<file path="config.mk">
export PLATFORM = sky130hd
export DESIGN_NAME = axi_rb_responder_flat
export DESIGN_NICKNAME = d
export VERILOG_FILES = /design/src/rtl/axi_rb_responder_if.sv /design/src/rtl/axi_rb_responder.sv /design/src/flat_wrapper.sv
export SDC_FILE = /design/constraint.sdc
export NUM_CORES = 1
export LEC_CHECK = 0
export BUFFER_PORTS_ARGS = -buffer_cell sky130_fd_sc_hd__buf_4
export CAP_MARGIN = 20
export CORE_MARGIN = 4
export CORE_UTILIZATION = 35
export DETAILED_ROUTE_END_ITERATION = 8
export GPL_TIMING_DRIVEN = 0
export SYNTH_ARGS = -nofsm -noshare
export SYNTH_HDL_FRONTEND = slang
export SYNTH_SLANG_ARGS = --single-unit
</file>
<file path="constraint.sdc">
create_clock -name clk -period 6.2 [get_ports clk]
set_input_delay 0 -clock clk [delete_from_list [all_inputs] [get_ports clk]]
set_output_delay 0 -clock clk [all_outputs]
set_load 0.01 [all_outputs]
</file>
<file path="src/rtl/axi_rb_responder_if.sv">
// AXI4 read-address / read-data channel bundle for axi_rb_responder.
// The responder uses the slave modport; a read initiator or bench uses master.
interface axi_rb_responder_if #(
  parameter int ADDR_WIDTH = 16,
  parameter int DATA_WIDTH = 32
);
  logic [ADDR_WIDTH-1:0] araddr;
  logic [1:0]            arburst;
  logic [7:0]            arlen;
  logic [2:0]            arsize;
  logic                  arvalid;
  logic                  arready;
  logic [DATA_WIDTH-1:0] rdata;
  logic [1:0]            rresp;
  logic                  rlast;
  logic                  rvalid;
  logic                  rready;

  modport master (
    output araddr, arburst, arlen, arsize, arvalid, rready,
    input  arready, rdata, rresp, rlast, rvalid
  );

  modport slave (
    input  araddr, arburst, arlen, arsize, arvalid, rready,
    output arready, rdata, rresp, rlast, rvalid
  );
endinterface

</file>
<file path="src/rtl/axi_rb_responder.sv">
// AXI4 read-burst responder backed by a single-port, 1-cycle-latency word RAM.
// Optional beat/burst statistics are built when AXI_RB_RESPONDER_STATS_EN is defined.
//
// state | meaning
// IDLE  | arready high, waiting for an AR request
// ADDR  | present word address to the RAM (read skipped for error beats)
// WAIT  | RAM data returns; capture it (or 0) with the beat response
// DATA  | rvalid high, beat held until rready
module axi_rb_responder #(
  parameter int ADDR_WIDTH = 16,
  parameter int DATA_WIDTH = 32,
  parameter int MEM_AW     = 8
) (
  input  logic                  clk,
  input  logic                  rst,
  axi_rb_responder_if.slave     s_axi,
  output logic [MEM_AW-1:0]     mem_raddr,
  output logic                  mem_ren,
  input  logic [DATA_WIDTH-1:0] mem_rdata,
  output logic [31:0]           stat_bursts,
  output logic [31:0]           stat_beats
);

  localparam int         LG_BYTES = $clog2(DATA_WIDTH / 8);
  localparam logic [2:0] LG_SIZE  = 3'(LG_BYTES);
  localparam int         HI_BIT   = MEM_AW + LG_BYTES;
  localparam logic [1:0] RESP_OKAY   = 2'd0;
  localparam logic [1:0] RESP_SLVERR = 2'd2;
  localparam logic [1:0] BURST_FIXED = 2'd0;
  localparam logic [1:0] BURST_WRAP  = 2'd2;

  typedef enum logic [1:0] {IDLE, ADDR, WAIT, DATA} state_t;

  state_t state_q, state_d;

  logic [ADDR_WIDTH-1:0] addr_q;
  logic [7:0]            len_q;
  logic [2:0]            size_q;
  logic [1:0]            burst_q;
  logic [7:0]            beat_q;
  logic                  burst_err_q;
  logic [DATA_WIDTH-1:0] rdata_q;
  logic [1:0]            rresp_q;

  logic                  ar_take, capture, beat_adv;
  logic                  ar_err, last_beat, beat_oob, beat_err;
  logic [ADDR_WIDTH-1:0] step, incr_addr, wrap_mask, next_addr;

  // Whole-burst errors are decided once, at AR acceptance.
  always_comb begin
    ar_err = 1'b0;
    if (s_axi.arsize > LG_SIZE)
      ar_err = 1'b1;
    if (s_axi.arburst == 2'd3)
      ar_err = 1'b1;
    if (s_axi.arburst == BURST_WRAP) begin
      if (!(s_axi.arlen inside {8'd1, 8'd3, 8'd7, 8'd15}))
        ar_err = 1'b1;
      if (|(s_axi.araddr & ((ADDR_WIDTH'(1) << s_axi.arsize) - ADDR_WIDTH'(1))))
        ar_err = 1'b1;
    end
  end

  generate
    if (ADDR_WIDTH > HI_BIT) begin : g_oob
      assign beat_oob = |addr_q[ADDR_WIDTH-1:HI_BIT];
    end else begin : g_no_oob
      assign beat_oob = 1'b0;
    end
  endgenerate

  assign beat_err  = burst_err_q | beat_oob;
  assign last_beat = (beat_q == len_q);

  // WRAP keeps the upper address bits of the aligned (len+1)<<size block.
  always_comb begin
    step      = ADDR_WIDTH'(1) << size_q;
    incr_addr = addr_q + step;
    wrap_mask = ((ADDR_WIDTH'(len_q) + ADDR_WIDTH'(1)) << size_q) - ADDR_WIDTH'(1);
    case (burst_q)
      BURST_FIXED: next_addr = addr_q;
      BURST_WRAP:  next_addr = (addr_q & ~wrap_mask) | (incr_addr & wrap_mask);
      default:     next_addr = incr_addr;
    endcase
  end

  always_ff @(posedge clk or posedge rst) begin
    if (rst)
      state_q <= IDLE;
    else
      state_q <= state_d;
  end

  always_comb begin
    state_d        = state_q;
    s_axi.arready  = 1'b0;
    s_axi.rvalid   = 1'b0;
    mem_ren        = 1'b0;
    mem_raddr      = '0;
    ar_take        = 1'b0;
    capture        = 1'b0;
    beat_adv       = 1'b0;
    case (state_q)
      IDLE: begin
        s_axi.arready = 1'b1;
        if (s_axi.arvalid) begin
          ar_take = 1'b1;
          state_d = ADDR;
        end
      end
      ADDR: begin
        mem_ren   = ~beat_err;
        mem_raddr = MEM_AW'(addr_q >> LG_BYTES);
        state_d   = WAIT;
      end
      WAIT: begin
        capture = 1'b1;
        state_d = DATA;
      end
      DATA: begin
        s_axi.rvalid = 1'b1;
        if (s_axi.rready) begin
          if (last_beat) begin
            state_d = IDLE;
          end else begin
            beat_adv = 1'b1;
            state_d  = ADDR;
          end
        end
      end
      default: state_d = IDLE;
    endcase
  end

  always_ff @(posedge clk or posedge rst) begin
    if (rst) begin
      addr_q      <= '0;
      len_q       <= '0;
      size_q      <= '0;
      burst_q     <= '0;
      beat_q      <= '0;
      burst_err_q <= 1'b0;
      rdata_q     <= '0;
      rresp_q     <= RESP_OKAY;
    end else begin
      if (ar_take) begin
        addr_q      <= s_axi.araddr;
        len_q       <= s_axi.arlen;
        size_q      <= s_axi.arsize;
        burst_q     <= s_axi.arburst;
        beat_q      <= '0;
        burst_err_q <= ar_err;
      end
      if (capture) begin
        rdata_q <= beat_err ? '0 : mem_rdata;
        rresp_q <= beat_err ? RESP_SLVERR : RESP_OKAY;
      end
      if (beat_adv) begin
        addr_q <= next_addr;
        beat_q <= beat_q + 8'd1;
      end
    end
  end

  assign s_axi.rdata = rdata_q;
  assign s_axi.rresp = rresp_q;
  assign s_axi.rlast = (state_q == DATA) && last_beat;

`ifdef AXI_RB_RESPONDER_STATS_EN
  always_ff @(posedge clk or posedge rst) begin
    if (rst) begin
      stat_beats  <= '0;
      stat_bursts <= '0;
    end else if (s_axi.rvalid && s_axi.rready) begin
      stat_beats <= stat_beats + 32'd1;
      if (s_axi.rlast)
        stat_bursts <= stat_bursts + 32'd1;
    end
  end
`else
  assign stat_beats  = '0;
  assign stat_bursts = '0;
`endif

endmodule

</file>
<file path="src/flat_wrapper.sv">
// flat-port wrapper written by rule: the top's interface ports become plain ports
module axi_rb_responder_flat 
#(
  parameter int ADDR_WIDTH = 16,
  parameter int DATA_WIDTH = 32,
  parameter int MEM_AW     = 8
)
  (clk, rst, mem_raddr, mem_ren, mem_rdata, stat_bursts, stat_beats, s_axi_araddr, s_axi_arburst, s_axi_arlen, s_axi_arsize, s_axi_arvalid, s_axi_rready, s_axi_arready, s_axi_rdata, s_axi_rresp, s_axi_rlast, s_axi_rvalid);
  axi_rb_responder_if #(.ADDR_WIDTH(ADDR_WIDTH), .DATA_WIDTH(DATA_WIDTH)) s_axi_i ();
  input  logic clk;
  input  logic rst;
  output logic [MEM_AW-1:0] mem_raddr;
  output logic mem_ren;
  input  logic [DATA_WIDTH-1:0] mem_rdata;
  output logic [31:0] stat_bursts;
  output logic [31:0] stat_beats;
  input wire logic [$bits(s_axi_i.araddr)-1:0] s_axi_araddr;
  input wire logic [$bits(s_axi_i.arburst)-1:0] s_axi_arburst;
  input wire logic [$bits(s_axi_i.arlen)-1:0] s_axi_arlen;
  input wire logic [$bits(s_axi_i.arsize)-1:0] s_axi_arsize;
  input wire logic [$bits(s_axi_i.arvalid)-1:0] s_axi_arvalid;
  input wire logic [$bits(s_axi_i.rready)-1:0] s_axi_rready;
  output wire logic [$bits(s_axi_i.arready)-1:0] s_axi_arready;
  output wire logic [$bits(s_axi_i.rdata)-1:0] s_axi_rdata;
  output wire logic [$bits(s_axi_i.rresp)-1:0] s_axi_rresp;
  output wire logic [$bits(s_axi_i.rlast)-1:0] s_axi_rlast;
  output wire logic [$bits(s_axi_i.rvalid)-1:0] s_axi_rvalid;
  assign s_axi_i.araddr = s_axi_araddr;
  assign s_axi_i.arburst = s_axi_arburst;
  assign s_axi_i.arlen = s_axi_arlen;
  assign s_axi_i.arsize = s_axi_arsize;
  assign s_axi_i.arvalid = s_axi_arvalid;
  assign s_axi_i.rready = s_axi_rready;
  assign s_axi_arready = s_axi_i.arready;
  assign s_axi_rdata = s_axi_i.rdata;
  assign s_axi_rresp = s_axi_i.rresp;
  assign s_axi_rlast = s_axi_i.rlast;
  assign s_axi_rvalid = s_axi_i.rvalid;
  axi_rb_responder #(.ADDR_WIDTH(ADDR_WIDTH), .DATA_WIDTH(DATA_WIDTH), .MEM_AW(MEM_AW)) u_core (.clk(clk), .rst(rst), .s_axi(s_axi_i), .mem_raddr(mem_raddr), .mem_ren(mem_ren), .mem_rdata(mem_rdata), .stat_bursts(stat_bursts), .stat_beats(stat_beats));
endmodule
</file>
Yosys cells after proc, flatten, opt, wreduce, memory -nomap -nowiden
Index checks and enable logic that the tools add are counted.

Bits in registers: 74. Bits in latches: 0. Memory bits (writable): 0. Bits in read-only memories: 0. Word-level logic and storage cells: 74. Memories: 0.

Add/sub/neg operators: 5. $mul: 0. Divide/modulo/power cells: 0. $lt $le $gt $ge: 1. Equal/unequal tests: 14. Shifts and indexed selects: 3. Mux-type cells: 26. Bitwise gates (word level): 7. Reductions and logical operators: 9.

Operators with widths (count): bitwise AND 16 bit (3); two-way mux 16 bit (2); two-way mux 32 bit (1); case mux 16 bit (2 select lines) (1); left shift 1 x 3 -> 16 bit (first input constant) (2); subtractor 16 x 1 -> 16 bit (second input constant) (2); two-way mux 8 bit (3); adder 16 bit (1); inverter 16 bit (1); OR 16 bit (1); OR reduction 16 bit (1); left shift 16 x 3 -> 16 bit (1); two-way mux 1 bit (15); equality test 2 bit (second input constant) (5); adder 8 x 1 -> 9 bit (second input constant) (1); adder 8 x 1 -> 8 bit (second input constant) (1); equality test 8 x 1 -> 1 bit (second input constant) (1); equality test 8 x 2 -> 1 bit (second input constant) (1); equality test 8 x 3 -> 1 bit (second input constant) (1); equality test 8 x 4 -> 1 bit (second input constant) (1); equality test 8 bit (1); case mux 2 bit (4 select lines) (1); two-way mux 2 bit (3); != test 2 bit (second input constant) (3); 10 further kinds (12).

Longest topological paths before layout
Gate-level depths: netlist (run 1).

Word-level depth: 8. Mapped depth: 16. Mapped depth without buffers: 14.

Worst setup path before layout (run 1)
No wires, ideal clock.

Path type: reg2reg. From: register u_core.len_q[0]. To: register (tool-made name). Data arrival time: 3.207 ns. Path slack: 2.870 ns. Stages on the path, launching flop included: 11. Buffers on the path: 0. Cells stage by stage: dfrtp_1 > ha_1 > or2b_1 > o211ai_1 > a41oi_2 > or4_4 > or4_4 > nor3_1 > mux2i_1 > a21oi_1 > o221a_2.

RTL lines: start, declared (RTL line axi_rb_responder.sv:37) `logic [7:0] len_q;`; start signal, assigned (RTL line axi_rb_responder.sv:148) `len_q <= s_axi.arlen;`.

==> results.ini, run 1 <==
[clock_tree]
clk_latency_ns=0.35
clock-sinks=73
ctsLongestPathBuffers=2
cts_root_buf=clkbuf_16
post_cts_buffers=0
clkSlewWorstSetupHoldPaths_ns=0.07
h-tree-depth=3
cts-buffers-inserted=9
cts_tree=built

[setup_path]
cp-end-kind=flop
critical_path_class=flop to flop
path_max_fanout=10
cp_data_arrival_time_ns=4.46
cp-start-kind=flop
crit_required_ns=6.43

[place]
gp_congestion=0.898
dpl-instance-area_um2=7090
place_ws_ns=2.10
dp_hpwl_um=12800
port_buffers=109

[yosys]
seq_area_frac_synth_pct=31.9
synth_cells=685
synth_most_common_cell=dfrtp_1
async_flop_share_pct=100
synth_warnings=0
synth_commonest_cells=dfrtp_1, o21ai_0, nand2_1
yosys-top-cells-area=dfrtp_1, buf_4, o21ai_0
ys_types=90
synth-edff-count=0
ys_ff_latch=73
netlist_area_um2=5730
synth_top_area_share_pct=31.9
synth_ff_type=dfrtp_1
synth.avg_cell_area_um2=8.36
synth_largest_area_cell=dfrtp_1

[routing]
drc_errors=0
vias=5623
drt_iter0_drc=378
vias_per_cell=4.91
wire_per_inst_um=15.2
firstDrtPassIters=5
postRouteWirelength_um=17400
antenna_left=0

[power]
swShare_pct=47.0
peakVddDrop_mv=0.182
cellLeakagePower_nw=3.68
pwr-share-comb_pct=60.8
p_sw_mw=1.48
clkPwrFrac_pct=16.3
p_per_area_nw_per_um2=397
p_total_mw=3.14
p_int_mw=1.67
pwr-share-seq_pct=23.0

[floorplanning]
num_rows=46
die_area_um2=18500
start_util_pct=35.9
die_h_um=136
coreArea_um2=15900
pin_count=175
die_x_um=136

[sta]
slew_headroom_pct=33.6
tns_ns=0
max_clock_freq_mhz=237
post-route-period-util_pct=68.2
final_max_slew_viol_count=0
fin_crit_ns=4.23
setup_viol=0
rsz0062_at_grt=no
timing.final.hold_violations=0
skew_ns=0.0128
tightest_slew_ns=0.984
whs_ns=0.00814
setup_ws_ns=1.97

[run]
max_cap_viol_count=0

[final_layout]
fillers=1523
seqCellArea_um2=1830
drive_above_1_share_pct=25.8
multi_input_area_um2=3300
syn_to_final_growth_pct=38.2
n_antenna_cell=0
finalInstanceArea_um2=7920
nNetsFinal=1006

[global_route]
grt_pass1_wl_um=27500
grt_overflow=0
grt_pass1_vias=5474
grt_util_all_layers_pct=18.6
antenna_found_initial=0
grt_max_degree=52

[run_status]
status=finished, final reports clean

[min_path]
hold_path_class=input pin to flop

## per-stage QoR
stage | std cells | util [%]
after floorplan | 749 | -
after global placement | 1074 | 44.3
after detailed placement | 1075 | 44.5
after CTS | 1145 | 49.6
after global routing | 1145 | 49.6
final | 1145 | 49.6
## layer usage
layer	track usage (%)	wire length, um
met5	0	0
met1	24.9	7650
met2	30.4	8140
met4	5.66	303
met3	3.59	1330
## final timing paths
path,start,to,slack [ns],cells past startpoint
worst min-delay path,s_axi_araddr[5],flop,0.008,4
max in group asynchronous,rst,async pin,5.42,4
worst min register to register,u_core.s_axi.rresp[1],u_core.s_axi.rresp[1],0.51,2
worst max-delay path,u_core.size_q[1],flop,1.97,15
min in group asynchronous,rst,u_core.len_q[6],0.19,3
worst max register to register,u_core.size_q[1],flop,1.97,15
## power by group through the flow
stage | Combinational [mW] | Sequential [mW] | Clock (mW)
3_3_place_gp | 1.84 | 0.727 | 0
4_1_cts | 1.89 | 0.719 | 0.524
6_report | 1.91 | 0.721 | 0.512
5_1_grt | 2.09 | 0.739 | 0.541
2_1_floorplan | 1.42 | 0.683 | 0
3_5_place_dp | 1.85 | 0.728 | 0
## kinds of logic after synthesis
family                     share of synthesized area, %
adders and majority gates                          3.84
xor gates and xnor gates                           4.59
DFF                                                31.9
muxes                                              4.70
other                                            0.0655
buffers and inverters                              14.7
AOI/OAI and AO/OA                                  20.5
and+or+nand+nor                                    19.8
## cell type report
cell class	count	area share, %
plain buffers	97	8.24
clock buffers	9	2.85
clock inverters	7	0.775
inverters	50	2.40
multi-input cells	529	41.7
flip-flops and latches	73	23.1
well taps	216	3.41
repair buffers	164	17.5
## critical path: stages, from the launching register on
cell      delay, ns
dfrtp_1        0.37
buf_2          0.22
buf_1          0.37
clkbuf_1       0.51
nor2_1         0.12
nand2_1        0.15
fa_1           0.23
inv_1          0.05
a21o_1         0.19
a41o_1         0.28
o41ai_1        0.80
or3b_2         0.29
nor2_1         0.06
a32oi_1        0.19
o211ai_1       0.11
a21o_1         0.16
## cell usage in the layout, fill, tap and decap left out, types with 15 or more instances in the layout
cell and count:
a21oi_1 31, buf_4 176, clkbuf_1 22, conb_1 65
dfrtp_1 73, dlygate4sd3_1 54, ha_1 16, inv_1 47
mux2_2 16, nand2_1 68, nand3_1 15, nor2_1 38
nor3_1 17, o21ai_0 69, xnor2_1 22
## repair_timing
action | 4_1_cts | 5_1_grt
hold buffers | 54 | 0
resized for setup | 0 | 0
hold endpoints to repair | 75 | 0
No activity file was read; power rests on OpenSTA's default activity.
==> run 2: changes to the inputs <==
clock period = 4.3 ns   (was 6.2 ns; I/O delays follow)
==> run 2 against run 1 <==
Compared with the run above:
- non-clock buffer count did not move
- die area did not move
- core utilization barely moved
- critical path type unchanged
- largest cell class unchanged
==> results.ini, run 2 (synthesized netlist as in run 1, its figures left out) <==
[power]
pwr-share-comb_pct=60.8  ; about the same
p_total_mw=4.54  ; was 3.14 mW
swShare_pct=47.0  ; about the same
p_int_mw=2.40  ; was 1.67 mW
p_per_area_nw_per_um2=573  ; was 397 nW/um2
p_sw_mw=2.13  ; was 1.48 mW
cellLeakagePower_nw=3.68  ; about the same
pwr-share-seq_pct=22.9  ; was 23.0%
clkPwrFrac_pct=16.3  ; about the same
peakVddDrop_mv=0.263  ; was 0.182 mV

[setup_path]
path_max_fanout=10  ; unchanged
slowest_stage=o41ai_2  ; was o41ai_1
critical_path_class=flop to flop  ; unchanged
cp_data_arrival_time_ns=4.16  ; was 4.46 ns
critPathTopFamily=compound AO/OA/AOI/OAI gates  ; unchanged
critical_path_buf_inv_count=4  ; unchanged
rr_startpoint=u_core.size_q[1]  ; unchanged
cp-start-kind=flop  ; unchanged
cp_cell_sequence=buf_2 > buf_1 > clkbuf_1 > nor2_1 > nand2_1 > fa_1 > inv_1 > a21o_1 > a41o_1 > o41ai_2 > or3b_2 > nor2_1 > a32oi_1 > o211ai_1 > a21o_1  ; was buf_2 > buf_1 > clkbuf_1 > nor2_1 > nand2_1 > fa_1 > inv_1 > a21o_1 > a41o_1 > o41ai_1 > or3b_2 > nor2_1 > a32oi_1 > o211ai_1 > a21o_1
crit_required_ns=4.53  ; was 6.43 ns
cp-end-kind=flop  ; unchanged
crit_path_max_incr_delay_ns=0.52  ; was 0.80 ns
crit_path_start=u_core.size_q[1]  ; unchanged

[final_layout]
fillers=1521  ; was 1,523
n_antenna_cell=0  ; unchanged
final_cell_mix=buf_4, dfrtp_1, o21ai_0  ; unchanged
nNetsFinal=1006  ; unchanged
syn_to_final_growth_pct=38.3  ; was 38.2%
finalInstanceArea_um2=7920  ; about the same
final_common_cell=buf_4  ; unchanged
seqCellArea_um2=1830  ; unchanged
multi_input_area_um2=3310  ; was 3300 um2
final_cells=1145  ; unchanged
drive_above_1_share_pct=25.9  ; was 25.8%

[routing]
antenna_left=0  ; unchanged
firstDrtPassIters=5  ; unchanged
wire_per_inst_um=15.2  ; about the same
drc_errors=0  ; unchanged
vias=5606  ; was 5,623
postRouteWirelength_um=17400  ; about the same
drt_iter0_drc=372  ; was 378
vias_per_cell=4.90  ; was 4.91

[sta]
rsz0062_at_grt=no  ; unchanged
final_max_slew_viol_count=0  ; unchanged
tns_ns=0  ; unchanged
slew_headroom_pct=42.6  ; was 33.6%
skew_ns=0.0123  ; was 0.0128 ns
tightest_slew_ns=0.839  ; was 0.984 ns
fin_crit_ns=3.92  ; was 4.23 ns
max_clock_freq_mhz=255  ; was 237 MHz
post-route-period-util_pct=91.2  ; was 68.2%
timing.final.hold_violations=0  ; unchanged
setup_viol=0  ; unchanged
setup_ws_ns=0.379  ; was 1.97 ns

[global_route]
grt_pass1_vias=5474  ; unchanged
grt_util_all_layers_pct=18.6  ; unchanged
grt_max_degree=52  ; unchanged
grt_pass1_wl_um=27500  ; unchanged
grt_overflow=0  ; unchanged
antenna_found_initial=0  ; unchanged

[floorplanning]
pin_count=175  ; unchanged
die_area_um2=18500  ; unchanged
die_h_um=136  ; unchanged
die_x_um=136  ; unchanged
num_rows=46  ; unchanged
coreArea_um2=15900  ; unchanged
start_util_pct=35.9  ; unchanged

[place]
dp_hpwl_um=12800  ; unchanged
place_inst=1075  ; unchanged
dpl-instance-area_um2=7090  ; unchanged
place_ws_ns=0.197  ; was 2.10 ns
port_buffers=109  ; unchanged
gp_congestion=0.898  ; unchanged

[clock_tree]
clk_latency_ns=0.35  ; about the same
ctsLongestPathBuffers=2  ; unchanged
cts_root_buf=clkbuf_16  ; unchanged
post_cts_buffers=0  ; unchanged
cts_tree=built  ; unchanged
h-tree-depth=3  ; unchanged
clock-sinks=73  ; unchanged
clkSlewWorstSetupHoldPaths_ns=0.07  ; about the same
cts-buffers-inserted=9  ; unchanged

[run_status]
status=finished, final reports clean  ; unchanged

[min_path]
min_from=s_axi_araddr[5]  ; unchanged
hold_path_class=input pin to flop  ; unchanged

[run]
max_cap_viol_count=0  ; unchanged

==> run 2: changes by cell type in the layout (fill, tap and decap cells not counted) <==
cell	delta
o41ai_1	-1
o41ai_2	+1
==> run 2: path summary, 6_finish.rpt <==
| kind | end | slack, ns | cells after the start |
|---|---|---|---|
| min | flop | 0.01 | 4 |
| max in group asynchronous | async pin | 3.53 | 4 |
| min reg2reg | u_core.s_axi.rresp[1] | 0.51 | 2 |
| max reg2reg | flop | 0.38 | 15 |
| max | flop | 0.38 | 15 |
| min in group asynchronous | u_core.len_q[6] | 0.19 | 3 |
==> run 2: what timing repair did <==
item	CTS	global route
endpoints found under the hold margin	75	0
resized for setup	0	1
hold buffers	54	0
setup endpoints to repair	0	1
==> run 2: layout make-up <==
cell class	count	area share, %
Sequential cell	73	23.1
Clock buffer	9	2.84
Multi-Input combinational cell	529	41.8
Tap cell	216	3.41
Inverter	50	2.40
Buffer	97	8.23
Clock inverter	7	0.774
Timing Repair Buffer	164	17.5
==> run 2: per-layer routing <==
| layer | GRT usage (%) | share of wire [%] |
|---|---|---|
| met1 | 24.9 | 45 |
| met2 | 30.4 | 47 |
| met3 | 3.59 | 6.9 |
| met4 | 5.66 | 1.8 |
| met5 | 0 | 0 |
==> run 2: stage by stage <==
step / hold WS [ns] / util, %
finish: 0.0118 / 49.7
global route: 0.0601 / 49.7
CTS: 0.00418 / 49.6
detailed placement: 0.0140 / 44.5
global placement: 0.201 / 44.3
floorplan: 0.117 / -
==> run 2: worst register-to-register path, delay by kind of cell (launching register included) <==
kind / cells / cell delay [ns]
compound gates: 6 / 1.47
buf+inv: 4 / 1.16
simple gates: 4 / 0.59
flops: 1 / 0.37
fa+ha+maj: 1 / 0.23
==> run 2: power by group through the flow <==
| stage | clock network, mW | registers, mW | logic [mW] |
|---|---|---|---|
| 2_1_floorplan | 0 | 0.985 | 2.04 |
| 3_3_place_gp | 0 | 1.05 | 2.65 |
| 3_5_place_dp | 0 | 1.05 | 2.67 |
| 4_1_cts | 0.756 | 1.04 | 2.72 |
| 5_1_grt | 0.781 | 1.07 | 3.02 |
| 6_report | 0.738 | 1.04 | 2.76 |
==> run 3: changes to the inputs <==
HOLD_SLACK_MARGIN = 0.1   (was default)
==> run 3 against run 2 <==
Compared with the run above:
- design area is 1.0% higher
- count of clock-buffer cells in the layout stayed put
- sequential share of layout area is 0.23 points lower
- clock power hardly changed
- routed wire length is 1.2% higher
- register-to-register slack better by 0.03 ns
- core utilization is 0.50 points higher
- fmax is 0.72% higher
- sequential cell count stayed put
- critical path depth stayed put
- combinational power hardly changed
==> results.ini, run 3 (synthesized netlist as in run 1, its figures left out) <==
[power]
p_per_area_nw_per_um2=569  ; was 573 nW/um2
peakVddDrop_mv=0.263  ; about the same
cellLeakagePower_nw=3.72  ; was 3.68 nW

[floorplanning]
coreArea_um2=15900  ; unchanged
die_x_um=136  ; unchanged
die_area_um2=18500  ; unchanged
num_rows=46  ; unchanged
die_h_um=136  ; unchanged
pin_count=175  ; unchanged
start_util_pct=35.9  ; unchanged

[global_route]
grt_overflow=0  ; unchanged
grt_pass1_vias=5537  ; was 5,474
antenna_found_initial=0  ; unchanged
grt_util_all_layers_pct=18.8  ; was 18.6%
grt_pass1_wl_um=27800  ; was 27,500 um
grt_max_degree=52  ; unchanged

[place]
gp_congestion=0.898  ; unchanged
place_ws_ns=0.197  ; unchanged
port_buffers=109  ; unchanged
dp_hpwl_um=12800  ; unchanged

[sta]
max_clock_freq_mhz=257  ; was 255 MHz
setup_ws_ns=0.407  ; was 0.379 ns
setup_viol=0  ; unchanged
rsz0062_at_grt=no  ; unchanged
skew_ns=0.0132  ; was 0.0123 ns
timing.final.hold_violations=0  ; unchanged
tns_ns=0  ; unchanged
post-route-period-util_pct=90.5  ; was 91.2%
fin_crit_ns=3.89  ; was 3.92 ns
slew_headroom_pct=42.4  ; was 42.6%
final_max_slew_viol_count=0  ; unchanged
tightest_slew_ns=0.842  ; was 0.839 ns

[setup_path]
critical_path_class=flop to flop  ; unchanged
reg2reg_depth=15  ; unchanged
cp_data_arrival_time_ns=4.13  ; was 4.16 ns
crit_required_ns=4.53  ; about the same
cp-start-kind=flop  ; unchanged
cp-end-kind=flop  ; unchanged
path_max_fanout=10  ; unchanged
slowest_stage=o41ai_2  ; unchanged
cp_cell_sequence=buf_2 > buf_1 > clkbuf_1 > nor2_1 > nand2_1 > fa_1 > inv_1 > a21o_1 > a41o_1 > o41ai_2 > or3b_2 > nor2_1 > a32oi_1 > o211ai_1 > a21o_1  ; unchanged
crit_path_max_incr_delay_ns=0.52  ; about the same

[routing]
firstDrtPassIters=5  ; unchanged
met3_length_um=1200  ; was 1210 um
vias_per_cell=4.88  ; was 4.90
drc_errors=0  ; unchanged
drt_iter0_drc=373  ; was 372
vias=5621  ; was 5,606
highest-signal-layer=met4  ; unchanged
wire_per_inst_um=15.3  ; was 15.2 um
wl_met2_um=8320  ; was 8140 um
met1_length_um=7830  ; was 7770 um
antenna_left=0  ; unchanged
postRouteWirelength_um=17600  ; was 17,400 um

[clock_tree]
cts_root_buf=clkbuf_16  ; unchanged
post_cts_buffers=0  ; unchanged
clkSlewWorstSetupHoldPaths_ns=0.07  ; about the same
clock-sinks=73  ; unchanged
cts-buffers-inserted=9  ; unchanged
clk_latency_ns=0.35  ; about the same
cts_tree=built  ; unchanged
h-tree-depth=3  ; unchanged
ctsLongestPathBuffers=2  ; unchanged

[run_status]
status=finished, final reports clean  ; unchanged

[min_path]
holdPathStages=4  ; unchanged
hold_path_class=input pin to flop  ; unchanged

[final_layout]
final_common_cell=buf_4  ; unchanged
final_cell_mix=buf_4, dfrtp_1, o21ai_0  ; unchanged
nNetsFinal=1014  ; was 1,006
n_antenna_cell=0  ; unchanged
drive_above_1_share_pct=25.7  ; was 25.9%
fillers=1513  ; was 1,521
syn_to_final_growth_pct=39.7  ; was 38.3%

[run]
max_cap_viol_count=0  ; unchanged

run 3: cell count changes in the layout (fill, tap and decap cells not counted), sizes merged:
cell,before,now
dlygate4sd3,54,62
run 3: cell type report:
cell class	instances	area (um2)	area share [%]
Buffer	97	652	8.15
Clock buffer	9	225	2.81
Clock inverter	7	61.3	0.766
Inverter	50	190	2.38
Multi-Input combinational cell	529	3310	41.4
Sequential cell	73	1830	22.8
Tap cell	216	270	3.38
Timing Repair Buffer	172	1470	18.3
run 3: through the flow:
step / power (mW) / instances / instance area (um2) / util, % / hold WS (ns)
CTS: 4.52 / 1153 / 8000 / 50.1 / 0.117
floorplan: 3.03 / 749 / 5970 / - / 0.117
global route: 4.87 / 1153 / 8000 / 50.2 / 0.137
global placement: 3.70 / 1074 / 7060 / 44.3 / 0.201
finish: 4.55 / 1153 / 8000 / 50.2 / 0.130
detailed placement: 3.72 / 1075 / 7090 / 44.5 / 0.0140
run 3: what timing repair did:
item                                    in CTS  in global routing
endpoints found under the hold margin      135                  0
endpoints found under the setup margin       0                  1
hold buffers                                62                  0
gates resized for setup                      0                  1
run 3: worst max-delay path, delay by kind of cell, from the launching register on:
family | cells | cell delay (ns)
buffers and inverters | 4 | 1.14
adders and majority gates | 1 | 0.23
and+or+nand+nor | 4 | 0.58
AOI/OAI and AO/OA | 6 | 1.46
DFF | 1 | 0.37
run 3: routing by layer:
layer | vias to the layer above | GRT usage [%]
met2 | 205 | 31.0
met1 | 2613 | 25.2
met3 | 19 | 3.26
li1 | 2784 | -
met5 | - | 0
met4 | 0 | 5.66
run 3: power by group:
group          switching, mW  leakage (nW)  internal [mW]
Clock                  0.338         0.135          0.401
Combinational           1.61          2.64           1.16
Sequential             0.194         0.938          0.847
run 3: path summary, 6_finish.rpt:
check / slack (ns) / startpoint / end
worst max-delay path: 0.41 / u_core.size_q[1] / flop
worst min-delay path: 0.13 / s_axi_araddr[15] / flop
worst max register to register: 0.41 / u_core.size_q[1] / flop
worst min register to register: 0.51 / u_core.s_axi.rresp[1] / u_core.s_axi.rresp[1]
max in group asynchronous: 3.52 / rst / async pin
min in group asynchronous: 0.19 / rst / u_core.len_q[6]
